<file path="config.mk">
export PLATFORM = sky130hd
export DESIGN_NAME = act_lut_scheduler_flat
export DESIGN_NICKNAME = d
export VERILOG_FILES = /design/src/rtl/act_lut_scheduler_pkg.sv /design/src/rtl/act_lut_scheduler_if.sv /design/src/rtl/act_lut_scheduler_lut_interp.sv /design/src/rtl/act_lut_scheduler.sv /design/src/flat_wrapper.sv
export SDC_FILE = /design/constraint.sdc
export NUM_CORES = 1
export LEC_CHECK = 0
export BUFFER_PORTS_ARGS = -buffer_cell sky130_fd_sc_hd__buf_2
export CORE_UTILIZATION = 54
export CTS_CLUSTER_SIZE = 10
export DETAILED_ROUTE_END_ITERATION = 8
export PLACE_DENSITY = 0.87
export SYNTH_ARGS = -nofsm -noshare
export SYNTH_HDL_FRONTEND = slang
export SYNTH_HIERARCHICAL = 1
export SYNTH_SLANG_ARGS = --single-unit
</file>
<file path="constraint.sdc">
create_clock -name clk -period 9 [get_ports clk]
set_clock_uncertainty 0.1 [all_clocks]
set_input_delay 0.9 -clock clk [delete_from_list [all_inputs] [get_ports clk]]
set_output_delay 0.9 -clock clk [all_outputs]
set_load 0.01 [all_outputs]
</file>
<file path="src/rtl/act_lut_scheduler_pkg.sv">
// Shared constants, FSM state encoding and data type for the activation LUT scheduler
// and the interpolator it drives.
package act_lut_scheduler_pkg;

  localparam int DATA_W = 8;
  localparam int FRAC_W = 4;
  localparam int ADDR_W = DATA_W - FRAC_W;

  typedef enum logic [1:0] {
    IDLE   = 2'd0,
    LOOKUP = 2'd1,
    CALC   = 2'd2,
    ACK    = 2'd3
  } state_e;

  typedef logic signed [DATA_W-1:0] data_t;

endpackage

</file>
<file path="src/rtl/act_lut_scheduler_if.sv">
// Requester and LUT-side signals of the scheduler. The scheduler uses the slave view;
// the neuron/LUT environment uses the master view.
interface act_lut_scheduler_if #(parameter int NUM_REQ = 4);
  import act_lut_scheduler_pkg::*;

  logic [NUM_REQ-1:0]        req;
  logic [NUM_REQ*DATA_W-1:0] x_in;
  logic [NUM_REQ-1:0]        ack;
  data_t                     res_data;
  logic                      busy;
  logic [ADDR_W-1:0]         lut_addr;
  data_t                     lut_base;
  data_t                     lut_next;

  modport slave (
    input  req, x_in, lut_base, lut_next,
    output ack, res_data, busy, lut_addr
  );

  modport master (
    output req, x_in, lut_base, lut_next,
    input  ack, res_data, busy, lut_addr
  );

endinterface

</file>
<file path="src/rtl/act_lut_scheduler_lut_interp.sv">
// Linear interpolation between two adjacent LUT entries, weighted by the unsigned
// fractional part of the input, saturated to the signed data range.
module lut_interp
  import act_lut_scheduler_pkg::*;
(
  input  data_t             base_i,
  input  data_t             next_i,
  input  logic [FRAC_W-1:0] frac_i,
  output data_t             y_o
);

  localparam logic signed [DATA_W+1:0] MAX_Y = 10'sd127;
  localparam logic signed [DATA_W+1:0] MIN_Y = -10'sd128;

  logic signed [DATA_W:0]          diff;
  logic signed [DATA_W+FRAC_W+1:0] prod;
  logic signed [DATA_W+1:0]        sum;

  // The 10-bit sum holds b plus a shifted product of at most +/-239 without overflow.
  always_comb begin
    diff = {next_i[DATA_W-1], next_i} - {base_i[DATA_W-1], base_i};
    prod = 14'(diff) * 14'($signed({1'b0, frac_i}));
    sum  = 10'(base_i) + 10'(prod >>> FRAC_W);
    if (sum > MAX_Y) begin
      y_o = data_t'(MAX_Y[DATA_W-1:0]);
    end else if (sum < MIN_Y) begin
      y_o = data_t'(MIN_Y[DATA_W-1:0]);
    end else begin
      y_o = data_t'(sum[DATA_W-1:0]);
    end
  end

endmodule

</file>
<file path="src/rtl/act_lut_scheduler.sv">
// Round-robin scheduler sharing one activation LUT among NUM_REQ neuron units:
// grant, look up, interpolate, then pulse ack to the winner.
module act_lut_scheduler
  import act_lut_scheduler_pkg::*;
#(
  parameter int NUM_REQ = 4
) (
  input  logic               clk,
  input  logic               rst,
  act_lut_scheduler_if.slave bus
);

  localparam int IDW = (NUM_REQ > 1) ? $clog2(NUM_REQ) : 1;

  state_e            state_q, state_d;
  logic [IDW-1:0]    id_q, id_d;
  logic [IDW-1:0]    lastGrant_q, lastGrant_d;
  logic [ADDR_W-1:0] addr_q, addr_d;
  logic [FRAC_W-1:0] frac_q, frac_d;
  data_t             base_q, base_d;
  data_t             next_q, next_d;
  data_t             res_q, res_d;

  logic              pickValid;
  logic [IDW-1:0]    pick;
  logic [DATA_W-1:0] xSel;
  data_t             interpY;

  lut_interp u_interp (
    .base_i (base_q),
    .next_i (next_q),
    .frac_i (frac_q),
    .y_o    (interpY)
  );

  // Scan starts one past the last served requester so everyone gets a turn.
  always_comb begin
    pickValid = 1'b0;
    pick      = '0;
    for (int k = 1; k <= NUM_REQ; k++) begin
      if (!pickValid && bus.req[(int'(lastGrant_q) + k) % NUM_REQ]) begin
        pickValid = 1'b1;
        pick      = IDW'((int'(lastGrant_q) + k) % NUM_REQ);
      end
    end
    xSel = bus.x_in[int'(pick)*DATA_W +: DATA_W];
  end

  always_comb begin
    state_d     = state_q;
    id_d        = id_q;
    lastGrant_d = lastGrant_q;
    addr_d      = addr_q;
    frac_d      = frac_q;
    base_d      = base_q;
    next_d      = next_q;
    res_d       = res_q;
    case (state_q)
      IDLE: begin
        if (pickValid) begin
          id_d    = pick;
          addr_d  = xSel[DATA_W-1:FRAC_W];
          frac_d  = xSel[FRAC_W-1:0];
          state_d = LOOKUP;
        end
      end
      LOOKUP: begin
        base_d  = bus.lut_base;
        next_d  = bus.lut_next;
        state_d = CALC;
      end
      CALC: begin
        res_d   = interpY;
        state_d = ACK;
      end
      ACK: begin
        lastGrant_d = id_q;
        state_d     = IDLE;
      end
      default: state_d = IDLE;
    endcase
  end

  always_ff @(posedge clk) begin
    if (!rst) begin
      state_q     <= IDLE;
      id_q        <= '0;
      lastGrant_q <= IDW'(NUM_REQ - 1);
      addr_q      <= '0;
      frac_q      <= '0;
      base_q      <= '0;
      next_q      <= '0;
      res_q       <= '0;
    end else begin
      state_q     <= state_d;
      id_q        <= id_d;
      lastGrant_q <= lastGrant_d;
      addr_q      <= addr_d;
      frac_q      <= frac_d;
      base_q      <= base_d;
      next_q      <= next_d;
      res_q       <= res_d;
    end
  end

  always_comb begin
    bus.ack = '0;
    if (state_q == ACK) begin
      bus.ack[id_q] = 1'b1;
    end
    bus.busy     = (state_q != IDLE);
    bus.lut_addr = addr_q;
    bus.res_data = res_q;
  end

endmodule

</file>
<file path="src/flat_wrapper.sv">
// flat-port wrapper written by rule: the top's interface ports become plain ports
module act_lut_scheduler_flat import act_lut_scheduler_pkg::*;
#(
  parameter int NUM_REQ = 4
)
  (clk, rst, bus_req, bus_x_in, bus_lut_base, bus_lut_next, bus_ack, bus_res_data, bus_busy, bus_lut_addr);
  act_lut_scheduler_if #(.NUM_REQ(NUM_REQ)) bus_i ();
  input  logic clk;
  input  logic rst;
  input wire logic [$bits(bus_i.req)-1:0] bus_req;
  input wire logic [$bits(bus_i.x_in)-1:0] bus_x_in;
  input wire logic [$bits(bus_i.lut_base)-1:0] bus_lut_base;
  input wire logic [$bits(bus_i.lut_next)-1:0] bus_lut_next;
  output wire logic [$bits(bus_i.ack)-1:0] bus_ack;
  output wire logic [$bits(bus_i.res_data)-1:0] bus_res_data;
  output wire logic [$bits(bus_i.busy)-1:0] bus_busy;
  output wire logic [$bits(bus_i.lut_addr)-1:0] bus_lut_addr;
  assign bus_i.req = bus_req;
  assign bus_i.x_in = bus_x_in;
  assign bus_i.lut_base = bus_lut_base;
  assign bus_i.lut_next = bus_lut_next;
  assign bus_ack = bus_i.ack;
  assign bus_res_data = bus_i.res_data;
  assign bus_busy = bus_i.busy;
  assign bus_lut_addr = bus_i.lut_addr;
  act_lut_scheduler #(.NUM_REQ(NUM_REQ)) u_core (.clk(clk), .rst(rst), .bus(bus_i));
endmodule
</file>
# Word-level counts from Yosys, hierarchy flattened
# Cells that the tools add are included.
# word_totals
output_inout_bits	17
register_bits	38
# op_classes
eq_ne	4
n_mux	27
n_addsub	6
n_reduce_logical	14
multipliers	1
n_shift	1
bitwise	4
order_cmp	8
# ops
operator	count
32-bit by 6-bit indexed part select with 8-bit output	1
3-bit by 4-bit less-than comparator with 1-bit output (second input constant)	4
8-bit two-way mux	2
9-bit by 5-bit multiplier with 14-bit output	1
1-bit two-way mux	13
8-bit by 10-bit adder with 10-bit output	1
10-bit by 8-bit > comparator with 1-bit output (second input constant)	1
10-bit by 8-bit less-than comparator with 1-bit output (second input constant)	1
2-bit two-way mux	5
8-bit by 8-bit subtractor with 9-bit output	1
1-bit binary-select mux with 2-bit select	4
2-bit case mux with 4 select lines	1
2-bit OR reduction	4
2-bit by 1-bit adder with 2-bit output (second input constant)	2
2-bit adder (second input constant)	2
1-bit bitwise AND (first input constant)	4
2-bit == test (second input constant)	2
1-bit logical AND	4
4-bit two-way mux	1
1-bit logical NOT	3
2-bit by 3-bit less-than comparator with 1-bit output (second input constant)	1
1-bit demux with 2-bit select	1
2-bit by 1-bit == test with 1-bit output (second input constant)	1
2-bit by 1-bit >= comparator with 1-bit output (second input constant)	1
other kinds (4)	4

# Logic depth before layout (Yosys ltp)
# Gate-level depths: netlist of the first run.
# logic_depth
word_depth	18
ltp_mapped	31

# Cells and area by module
# Netlist of the first run, hierarchy kept.
# modules_own_cells
mod	area_per_inst_um2	cells_per_inst	n_inst	seq_area_each_um2
lut_interp	2133.3	265	1	0.0
act_lut_scheduler	1880.6	202	1	760.7

# Worst setup path after synthesis of the first run
# Ideal clock, no wire load.
# synth_path
path_type	register to register
start	register u_core.base_q[1]
end	register u_core.res_q[4], in the netlist u_core/bus.res_data[4]
path_stages_with_launch	29
slack_ps	3016
arrival_ps	5819
period_less_slack_ps	5984
setup_time_ps	65
path_cell_list	dfxtp_1 -> inv_1 -> ha_1 -> nor2b_1 -> o21ai_0 -> a21boi_0 -> o21a_1 -> nor2_1 -> xnor2_1 -> and2_1 -> ha_1 -> fa_1 -> inv_1 -> fa_1 -> inv_1 -> ha_1 -> nand2_1 -> o21ai_0 -> a21oi_1 -> o21ba_2 -> xnor2_1 -> ha_1 -> or4_1 -> a31o_2 -> xor2_1 -> a21oi_2 -> o31ai_2 -> mux2i_1 -> nor2b_1
# synth_via
elab_chain_len	6
# synth_rtl
item	line	text
from (decl)	act_lut_scheduler.sv:20	data_t base_q, base_d;
from (signal assigned)	act_lut_scheduler.sv:100	base_q <= base_d;
8-bit by 8-bit subtractor with 9-bit output	act_lut_scheduler_lut_interp.sv:21	diff = {next_i[DATA_W-1], next_i} - {base_i[DATA_W-1], base_i};
9-bit by 5-bit multiplier with 14-bit output	act_lut_scheduler_lut_interp.sv:22	prod = 14'(diff) * 14'($signed({1'b0, frac_i}));
8-bit by 10-bit adder with 10-bit output *	act_lut_scheduler_lut_interp.sv:23	sum = 10'(base_i) + 10'(prod >>> FRAC_W);
10-bit by 8-bit less-than comparator with 1-bit output	act_lut_scheduler_lut_interp.sv:26	end else if (sum < MIN_Y) begin
8-bit two-way mux	act_lut_scheduler_lut_interp.sv:26	
8-bit two-way mux *	act_lut_scheduler_lut_interp.sv:24	if (sum > MAX_Y) begin
via u_core.interpY[4]	act_lut_scheduler.sv:27	data_t interpY;
to (signal assigned)	act_lut_scheduler.sv:102	res_q <= res_d;
to (decl)	act_lut_scheduler.sv:22	data_t res_q, res_d;
# Mark *: on every way through the listed nets, which the timed path passes. The rest lies on a longest branch.
# A chain may end at the register's enable or synchronous reset.

# Worst setup path after layout of the first run
# layout_path
start	register u_core.base_q[1]
end	register u_core.res_q[5], in the netlist u_core/bus.res_data[5]
# The elaborated chain is that of the path after synthesis.

==> impl_metrics.json, run 1 <==
{
  "run_status": "finished clean",
  "power_leakage_nw": 2.32,
  "overflow": 0,
  "cts_hold_buf": 0,
  "io_buffer_count": 70,
  "seq_power_share": 0.173,
  "cts_resized": 0,
  "fin_crit_ns": 6.66,
  "r2r_setup_slack_ns": 2.34,
  "muxShareOfSynthArea": 0.0926,
  "worst_pin_slew_ns": 0.986,
  "synth_common_cells": "inv_1 (62), ha_1 (46), dfxtp_1 (38)",
  "cts_buffers": 5,
  "fp.dieArea_sq_mm": 0.00778,
  "timing.slew.headroom": 0.342,
  "insertedDiodeCount": 0,
  "ys_seq_area_frac": 0.190,
  "yosysTopAreaCell": "dfxtp_1",
  "ys_types": 53,
  "vias_per_cell": 5.38,
  "worst_ep_arrival_time_ns": 6.76,
  "rsz0062_at_grt": "no",
  "ant_nets": 0,
  "crit_path_end_kind": "register",
  "clk_pin_slew_worst_paths_ns": 0.09,
  "endpoint": "u_core/bus.res_data[5]$_SDFFE_PN0P_",
  "powerDensity_mw_per_mm2": 328,
  "synth-adder-area-share": 0.243,
  "final_core_utilization": 0.633,
  "path_max_fanout": 7,
  "h-tree-depth": 2,
  "fp.coreArea_sq_mm": 0.00721,
  "peakVddDrop_uv": 189,
  "setup_tns_ns": 0,
  "p_sw_frac": 0.473,
  "yosysMostFrequentCell": "inv_1",
  "wirelength_mm": 8.71,
  "cts_tree": "built",
  "syn_area_sq_mm": 0.00401,
  "synth_xor_area_frac": 0.0514,
  "hp-class": "register to register",
  "synth-main-ff-cell": "dfxtp_1",
  "gp_congestion": 0.875,
  "r2r_cells": 28,
  "final-max-slew-violation-count": 0,
  "initial_utilization": 0.556,
  "grt_pass1_vias": 3322,
  "synth-simple-area-share": 0.204,
  "cts_setup_buffers": 0,
  "drcViolationCount": 0,
  "synth_top_area_share": 0.190,
  "placed_cell_area_sq_mm": 0.00443,
  "max_freq_ghz": 0.150,
  "final_cell_area_sq_mm": 0.00456,
  "post_drt_wl_per_cell_microns": 13.8,
  "ff_latch_area_sq_um": 761,
  "clkPwrFrac": 0.122,
  "synthTopCellsByArea": "dfxtp_1 (19%), ha_1 (14%), fa_1 (10%)",
  "crit_start": "u_core/base_q[1]$_SDFFE_PN0N_",
  "clock_sinks": 38,
  "drive_gt1_frac": 0.180,
  "synth_compound_area_frac": 0.146,
  "grt_max_degree": 34,
  "place_hpwl_mm": 7.04,
  "required_ns": 9.10,
  "grt_first_pass_wirelength_mm": 14.4,
  "die_x_microns": 88.2,
  "p_switching_mw": 0.708,
  "antenna_found_initial": 0,
  "comb_power_share": 0.706,
  "ys_ff_latch": 38,
  "finalNetCount": 652,
  "areaGrowthSynthToFinish_pct": 13.7,
  "final_hold_viol_count": 0,
  "slowest_delay_ns": 0.54,
  "crit_slowest_cell": "fa_1",
  "vias": 3397,
  "clock_latency_ns": 0.30,
  "clk_path_buf_depth": 2,
  "critical_path.reg2reg.startpoint": "u_core/base_q[1]$_SDFFE_PN0N_",
  "io_pins": 71,
  "crit_path_start_kind": "register",
  "yosys_warnings": 6,
  "synthArstFlopShare": 0,
  "synth_top_family_by_area": "adder cells",
  "drt_iter0_drc": 89,
  "fin_crit_sh": 0.740,
  "synth_edf_count": 0,
  "cp_common_cell": "ha_1",
  "die_h_microns": 88.2,
  "final-setup-viol-count": 0,
  "multiInputGateArea_sq_mm": 0.00296,
  "num_rows": 31,
  "cts_root_buf": "clkbuf_8",
  "internal_power_mw": 0.788,
  "syn_inst": 467,
  "regToRegEndpoint": "u_core/bus.res_data[5]$_SDFFE_PN0P_",
  "fillers": 625,
  "crit_type": "register to register",
  "avgSynthCellArea_sq_um": 8.59,
  "drv_cap": 0,
  "synth_fp_nets": 587,
  "firstDrtPassIters": 5,
  "track_usage": 0.235
}
-- power by group through the flow --
stage	Clock [mW]	Sequential, mW	Combinational [mW]
after floorplan	0	0.259	0.822
after global placement	0	0.259	1.00
after detailed placement	0	0.262	1.05
after CTS	0.184	0.259	1.05
after global routing	0.192	0.266	1.18
final	0.182	0.258	1.06
-- worst max-delay path, delay by kind of cell (launching register included) --
family | cells | cell delay [ns]
xor+xnor | 3 | 0.46
fa+ha+maj | 6 | 2.22
compound gates | 9 | 1.87
buf+inv | 3 | 0.20
flops | 1 | 0.43
mux | 1 | 0.16
simple gates | 6 | 1.12
-- cells by family (layout without fill, tap and decap cells) --
logic type / after synthesis / in the layout
buffers and inverters: 74 / 140
flip-flops: 38 / 38
XOR/XNOR: 21 / 21
multiplexers: 37 / 37
adder cells (fa/ha/maj): 66 / 66
AO/OA/AOI/OAI: 86 / 86
AND/OR/NAND/NOR: 145 / 145
-- metal layers --
layer  vias up  wire [microns]  global-route usage
li1       1703               -                   -
met1      1602            3650               0.265
met2        78            4530               0.451
met3        14             380              0.0448
met4         0             152              0.0587
met5         -               0                   0
-- state kept, by name (all words and copies together), names as in the netlist --
name,cells
u_core/base_q,8
u_core/bus.res_data,8
u_core/next_q,8
u_core/bus.lut_addr,4
u_core/frac_q,4
u_core/id_q,2
u_core/lastGrant_q,2
u_core/state_q,2
-- cells in the final DEF (no fill, tap or decap), types with 2 or more instances in the layout --
master / netlist / layout
o21bai_1: 2 / 2
and4_1: 9 / 9
and3_1: 2 / 2
nand2b_1: 11 / 11
clkbuf_8: 0 / 5
buf_2: 6 / 70
o21ai_0: 22 / 22
a31oi_1: 9 / 9
and2_1: 17 / 17
fa_1: 20 / 20
o211a_1: 4 / 4
inv_1: 62 / 62
mux2i_1: 36 / 36
bufinv_16: 0 / 2
o21ai_1: 2 / 2
ha_1: 46 / 46
nor3_1: 3 / 3
xnor2_1: 11 / 11
and3_2: 3 / 3
nor2b_1: 35 / 35
nor2_1: 21 / 21
a21o_1: 4 / 4
o211ai_1: 9 / 9
o21a_1: 6 / 6
dfxtp_1: 38 / 38
nand2_1: 31 / 31
nand3_1: 4 / 4
a21oi_1: 17 / 17
xor2_1: 8 / 8
-- metrics by stage --
step           hold WS, ns  power, mW  setup WS (ns)  std cells
3_3_place_gp         0.354       1.26           2.72        624
5_1_grt              0.414       1.64           1.89        632
3_5_place_dp         0.367       1.31           2.44        624
2_1_floorplan        0.367       1.08           3.02        467
6_report             0.378       1.50           2.34        632
4_1_cts              0.387       1.50           2.40        632
-- worst min-delay path by stage --
stage	startpoint	to	slack (ns)	cells past startpoint
2_1_floorplan	u_core/lastGrant_q[0]$_SDFFE_PN1P_	u_core/lastGrant_q[0]$_SDFFE_PN1P_	0.37	2
6_report	u_core/bus.lut_addr[0]$_SDFFE_PN0P_	u_core/bus.lut_addr[0]$_SDFFE_PN0P_	0.38	2
3_5_place_dp	u_core/bus.lut_addr[0]$_SDFFE_PN0P_	u_core/bus.lut_addr[0]$_SDFFE_PN0P_	0.37	2
5_1_grt	u_core/bus.lut_addr[1]$_SDFFE_PN0P_	u_core/bus.lut_addr[1]$_SDFFE_PN0P_	0.41	2
3_3_place_gp	u_core/bus.lut_addr[1]$_SDFFE_PN0P_	u_core/bus.lut_addr[1]$_SDFFE_PN0P_	0.35	2
4_1_cts	u_core/bus.lut_addr[0]$_SDFFE_PN0P_	u_core/bus.lut_addr[0]$_SDFFE_PN0P_	0.39	2
-- area by class of cell --
class	instances	area share
multi-input combinational	355	0.648
sequential	38	0.167
timing repair buffer	70	0.0768
inverter	62	0.0510
tap	99	0.0271
clock buffer	5	0.0151
clock inverter	3	0.0151
Power figures use the tool's default switching activity.
==> run 2: changes to the inputs <==
==> constraint.sdc (replaced) <==
create_clock -name clk -period 6.8 [get_ports clk]
set_clock_uncertainty 0.1 [all_clocks]
set_input_delay 0.68 -clock clk [delete_from_list [all_inputs] [get_ports clk]]
set_output_delay 0.68 -clock clk [all_outputs]
set_load 0.01 [all_outputs]
==> run 2 against run 1 <==
First-iteration DRC count grew 22%. Utilization increased by 0.10 points. Count of clock-buffer cells in the layout up 1. Register-to-register slack lost 2.0 ns. Non-clock buffer count is the same. Sequential power rose by 33%. Combinational power rose by 36%. Via count increased by 1.5%. Worst hold slack improved by 0.0051 ns. Global-route usage increased by 0.41 points. Die area stayed put. Final cell count shrank 0.16%.
==> impl_metrics.json, run 2 (synthesis gave the netlist of run 1 again) <==
{
  "timing.slew.headroom": 0.339,
  "r2r_cells": 27,
  "hp-class": "register to register",
  "layout_setup_ws_ns": 0.341,
  "seq_power_share": 0.173,
  "final_cell_area_sq_mm": 0.00457,
  "track_usage": 0.239,
  "powerDensity_mw_per_mm2": 434,
  "post_drt_wl_per_cell_microns": 14.1,
  "required_ns": 6.89,
  "drt_iter0_drc": 109,
  "slowest_delay_ns": 0.57,
  "clock_sinks": 38,
  "vias": 3447,
  "areaGrowthSynthToFinish_pct": 13.9,
  "final_core_utilization": 0.634,
  "grt_max_degree": 34,
  "regToRegEndpoint": "u_core/bus.res_data[5]$_SDFFE_PN0P_",
  "gp_congestion": 0.876,
  "io_buffer_count": 70,
  "fin_crit_ns": 6.46,
  "cpLargestDelayFamily": "adder cells",
  "cts_tree": "built",
  "crit_type": "register to register",
  "ant_nets": 0,
  "firstDrtPassIters": 4,
  "cts_buffers": 5,
  "die_x_microns": 88.2,
  "endpoint": "u_core/bus.res_data[5]$_SDFFE_PN0P_",
  "fp.dieArea_sq_mm": 0.00778,
  "place_worst_setup_slack_ns": 0.228,
  "final-setup-viol-count": 0,
  "drv_cap": 0,
  "r2r_setup_slack_ns": 0.34,
  "clock_latency_ns": 0.30,
  "final-max-slew-violation-count": 0,
  "crit_path_start_kind": "register",
  "final_cell_mix": "buf_2 (70), inv_1 (62), ha_1 (46), dfxtp_1 (37), mux2i_1 (36)",
  "crit_start": "u_core/next_q[0]$_SDFFE_PN0N_",
  "num_rows": 31,
  "setup_tns_ns": 0,
  "internal_power_mw": 1.03,
  "path_max_fanout": 7,
  "clk_path_buf_depth": 2,
  "fp.coreArea_sq_mm": 0.00721,
  "place_hpwl_mm": 7.03,
  "worst_pin_slew_ns": 0.992,
  "crit_slowest_cell": "fa_1",
  "finalNetCount": 652,
  "cts_root_buf": "clkbuf_8",
  "grt_first_pass_wirelength_mm": 14.7,
  "die_h_microns": 88.2,
  "final_common_cell": "buf_2",
  "cts_hold_buf": 0,
  "crit_path_end_kind": "register",
  "cts_setup_buffers": 0,
  "insertedDiodeCount": 0,
  "crit_buf_inv": 1,
  "fin_crit_sh": 0.950,
  "drcViolationCount": 0,
  "overflow": 0,
  "ff_latch_area_sq_um": 762,
  "comb_power_share": 0.723,
  "power_leakage_nw": 2.32,
  "multiInputGateArea_sq_mm": 0.00299,
  "rsz0062_at_grt": "no",
  "fin_cells": 631,
  "peakVddDrop_uv": 233,
  "wirelength_mm": 8.87,
  "h-tree-depth": 2,
  "critical_path.reg2reg.startpoint": "u_core/next_q[0]$_SDFFE_PN0N_",
  "p_sw_frac": 0.482,
  "placed_cells": 624,
  "timing.hold.ws_ns": 0.383,
  "placed_cell_area_sq_mm": 0.00443,
  "cts_resized": 0,
  "vias_per_cell": 5.46,
  "crit_cells": 27,
  "p_switching_mw": 0.957,
  "run_status": "finished clean",
  "fillers": 631,
  "clkPwrFrac": 0.104,
  "initial_utilization": 0.556,
  "io_pins": 71,
  "grt_pass1_vias": 3430,
  "cp_common_cell": "ha_1",
  "holdPathStages": 2,
  "worst_ep_arrival_time_ns": 6.55,
  "antenna_found_initial": 0,
  "clk_pin_slew_worst_paths_ns": 0.08,
  "final_hold_viol_count": 0,
  "max_freq_ghz": 0.155,
  "total_power_mw": 1.99,
  "drive_gt1_frac": 0.192
}
-- run 2: worst min-delay path by stage --
stage / from / to / slack (ns)
after floorplan: u_core/lastGrant_q[0]$_SDFFE_PN1P_ / u_core/lastGrant_q[0]$_SDFFE_PN1P_ / 0.37
after global placement: u_core/bus.lut_addr[1]$_SDFFE_PN0P_ / u_core/bus.lut_addr[1]$_SDFFE_PN0P_ / 0.35
after detailed placement: u_core/bus.lut_addr[3]$_SDFFE_PN0P_ / u_core/bus.lut_addr[3]$_SDFFE_PN0P_ / 0.36
after CTS: u_core/bus.lut_addr[3]$_SDFFE_PN0P_ / u_core/bus.lut_addr[3]$_SDFFE_PN0P_ / 0.39
after global routing: u_core/bus.lut_addr[3]$_SDFFE_PN0P_ / u_core/bus.lut_addr[3]$_SDFFE_PN0P_ / 0.43
final: u_core/bus.lut_addr[2]$_SDFFE_PN0P_ / u_core/bus.lut_addr[2]$_SDFFE_PN0P_ / 0.38
-- run 2: power by group through the flow --
stage,clock (mW),combinational (mW),sequential (mW)
final,0.207,1.44,0.343
after global routing,0.220,1.60,0.352
after floorplan,0,1.09,0.343
after detailed placement,0,1.39,0.346
after global placement,0,1.32,0.342
after CTS,0.211,1.40,0.343
-- run 2: final cells by class --
cell class | instances | area share
clock inverter | 1 | 0.00657
clock buffer | 6 | 0.0181
sequential | 38 | 0.167
multi-input combinational | 355 | 0.654
inverter | 62 | 0.0509
tap | 99 | 0.0271
timing repair buffer | 70 | 0.0766
-- run 2: routing by layer --
layer,global-route usage,vias up,share of wire
li1,-,1705,-
met1,0.273,1607,0.42
met2,0.449,109,0.51
met3,0.0401,26,0.043
met4,0.0806,0,0.027
met5,0,-,0
-- run 2: worst reg2reg max path: stages, from the launching register on --
cell and delay (ns):
dfxtp_1 0.33, inv_1 0.04, ha_1 0.20, fa_1 0.48, nor2b_4 0.16, o31a_4 0.16
nor2_1 0.05, nor2_1 0.09, nor2_1 0.06, xnor2_1 0.30, and2_1 0.18, ha_1 0.25
fa_1 0.57, fa_1 0.43, ha_1 0.36, a21oi_1 0.23, o21ai_2 0.10, a21oi_2 0.16
o21ba_2 0.18, xnor2_1 0.07, ha_1 0.21, or4_1 0.51, a31o_2 0.26, xor2_1 0.19
o21ai_2 0.30, o21ai_0 0.14, mux2i_1 0.19, nor2b_1 0.07
==> run 3: changes to the inputs <==
--- a/config.mk
+++ b/config.mk
@@ -6,6 +6,7 @@
 export NUM_CORES = 1
 export LEC_CHECK = 0
 export BUFFER_PORTS_ARGS = -buffer_cell sky130_fd_sc_hd__buf_2
+export CORE_MARGIN = 5
 export CORE_UTILIZATION = 54
 export CTS_CLUSTER_SIZE = 10
 export DETAILED_ROUTE_END_ITERATION = 8
==> run 3 against run 2 <==
Count of clock-buffer cells in the layout stayed put. Die area is 19% higher. Worst setup slack got worse by 0.081 ns. Wire length up 3.8%. Register-to-register slack got worse by 0.08 ns. Utilization decreased by 0.080 points. Final area grew 0.41%. Final cell count is 0.48% higher. Fmax down 1.2%. Clock power down 18%. Via count rose by 0.46%. Sequential share of layout area is 0.068 points lower. Largest power group unchanged.
==> impl_metrics.json, run 3 (synthesis gave the netlist of run 1 again) <==
{
  "run_status": "finished clean",
  "cts_root_buf": "clkbuf_8",
  "gp_congestion": 0.948,
  "clk_pin_slew_worst_paths_ns": 0.08,
  "place_hpwl_mm": 7.27,
  "total_power_mw": 2.05,
  "grt_max_degree": 34,
  "fp.dieArea_sq_mm": 0.00926,
  "setup_tns_ns": 0,
  "antenna_found_initial": 0,
  "peakVddDrop_uv": 303,
  "fillers": 593,
  "firstDrtPassIters": 4,
  "clock_sinks": 38,
  "ant_nets": 0,
  "powerDensity_mw_per_mm2": 446,
  "track_usage": 0.205,
  "crit_type": "register to register",
  "drive_gt1_frac": 0.194,
  "vias_per_cell": 5.46,
  "crit_path_end_kind": "register",
  "insertedDiodeCount": 0,
  "clk_path_buf_depth": 2,
  "final_hold_viol_count": 0,
  "grt_first_pass_wirelength_mm": 15.2,
  "final-setup-viol-count": 0,
  "worst_pin_slew_ns": 1.07,
  "crit_slowest_cell": "fa_1",
  "fp.coreArea_sq_mm": 0.00725,
  "crit_path_start_kind": "register",
  "placed_cell_area_sq_mm": 0.00443,
  "final_common_cell": "buf_2",
  "place_worst_setup_slack_ns": 0.256,
  "wirelength_mm": 9.20,
  "vias": 3463,
  "max_freq_ghz": 0.153,
  "die_h_microns": 96.2,
  "drt_iter0_drc": 166,
  "io_buffer_count": 70,
  "path_max_fanout": 7,
  "clock_latency_ns": 0.30,
  "layout_setup_ws_ns": 0.260,
  "cts_buffers": 5,
  "die_x_microns": 96.2,
  "grt_pass1_vias": 3451,
  "areaGrowthSynthToFinish_pct": 14.4,
  "cp_common_cell": "ha_1",
  "timing.slew.headroom": 0.288,
  "cts_hold_buf": 0,
  "final-max-slew-violation-count": 0,
  "required_ns": 6.89,
  "timing.hold.ws_ns": 0.378,
  "overflow": 0,
  "power_leakage_nw": 2.31,
  "final_cell_area_sq_mm": 0.00459,
  "hp-class": "register to register",
  "fin_crit_ns": 6.54,
  "drv_cap": 0,
  "num_rows": 31,
  "cts_tree": "built",
  "r2r_setup_slack_ns": 0.26,
  "worst_ep_arrival_time_ns": 6.63,
  "drcViolationCount": 0,
  "final_cell_mix": "buf_2 (70), inv_1 (62), ha_1 (46), dfxtp_1 (37), mux2i_1 (36)",
  "fin_crit_sh": 0.962,
  "post_drt_wl_per_cell_microns": 14.5,
  "finalNetCount": 654,
  "initial_utilization": 0.553,
  "io_pins": 71,
  "slowest_delay_ns": 0.58,
  "h-tree-depth": 2
}
[run 3: routing by layer]
metal / global-route usage / share of wire / wire [microns]
met5: 0 / 0 / 0
met4: 0.0533 / 0.021 / 193
met3: 0.0414 / 0.050 / 462
met2: 0.363 / 0.51 / 4660
met1: 0.253 / 0.42 / 3880
[run 3: final timing paths]
check / startpoint / to / depth (start not counted)
worst min-delay path: u_core/bus.lut_addr[2]$_SDFFE_PN0P_ / u_core/bus.lut_addr[2]$_SDFFE_PN0P_ / 2
worst min register to register: u_core/bus.lut_addr[2]$_SDFFE_PN0P_ / u_core/bus.lut_addr[2]$_SDFFE_PN0P_ / 2
worst max-delay path: u_core/base_q[0]$_SDFFE_PN0N_ / u_core/bus.res_data[2]$_SDFFE_PN0P_ / 30
worst max register to register: u_core/base_q[0]$_SDFFE_PN0N_ / u_core/bus.res_data[2]$_SDFFE_PN0P_ / 30
[run 3: metrics by stage]
| step | utilization | std cells |
|---|---|---|
| floorplan | - | 467 |
| CTS | 0.623 | 632 |
| finish | 0.633 | 634 |
| global placement | 0.610 | 624 |
| detailed placement | 0.610 | 624 |
| global route | 0.633 | 634 |
[run 3: final cells by class]
cell class	instances	area, sq um	area share
Clock inverter	2	12.5	0.00273
Inverter	62	233	0.0507
Tap cell	99	124	0.0270
Multi-Input combinational cell	355	3010	0.656
Clock buffer	6	82.6	0.0180
Sequential cell	38	762	0.166
Timing Repair Buffer	72	365	0.0796
[run 3: report_power, final]
| group | total (mW) | leakage, nW | switching, mW | internal (mW) |
|---|---|---|---|---|
| registers | 0.342 | 0.312 | 0.0577 | 0.285 |
| clock network | 0.170 | 0.0472 | 0.0883 | 0.0816 |
| logic | 1.54 | 1.96 | 0.854 | 0.681 |
| total | 2.05 | 2.31 | 1.00 | 1.05 |
[run 3: critical path, delay by kind of cell (launching register included)]
family          cells  cell delay (ns)
xor+xnor            3             0.43
fa+ha+maj           7             2.73
compound gates     11             1.84
flops               1             0.35
simple gates        6             0.59
buf+inv             2             0.20
mux                 1             0.17
[run 3: what timing repair did]
| action | in CTS | in global routing |
|---|---|---|
| setup buffers | 0 | 2 |
| resized for setup | 0 | 11 |
| endpoints found under the setup margin | 0 | 7 |
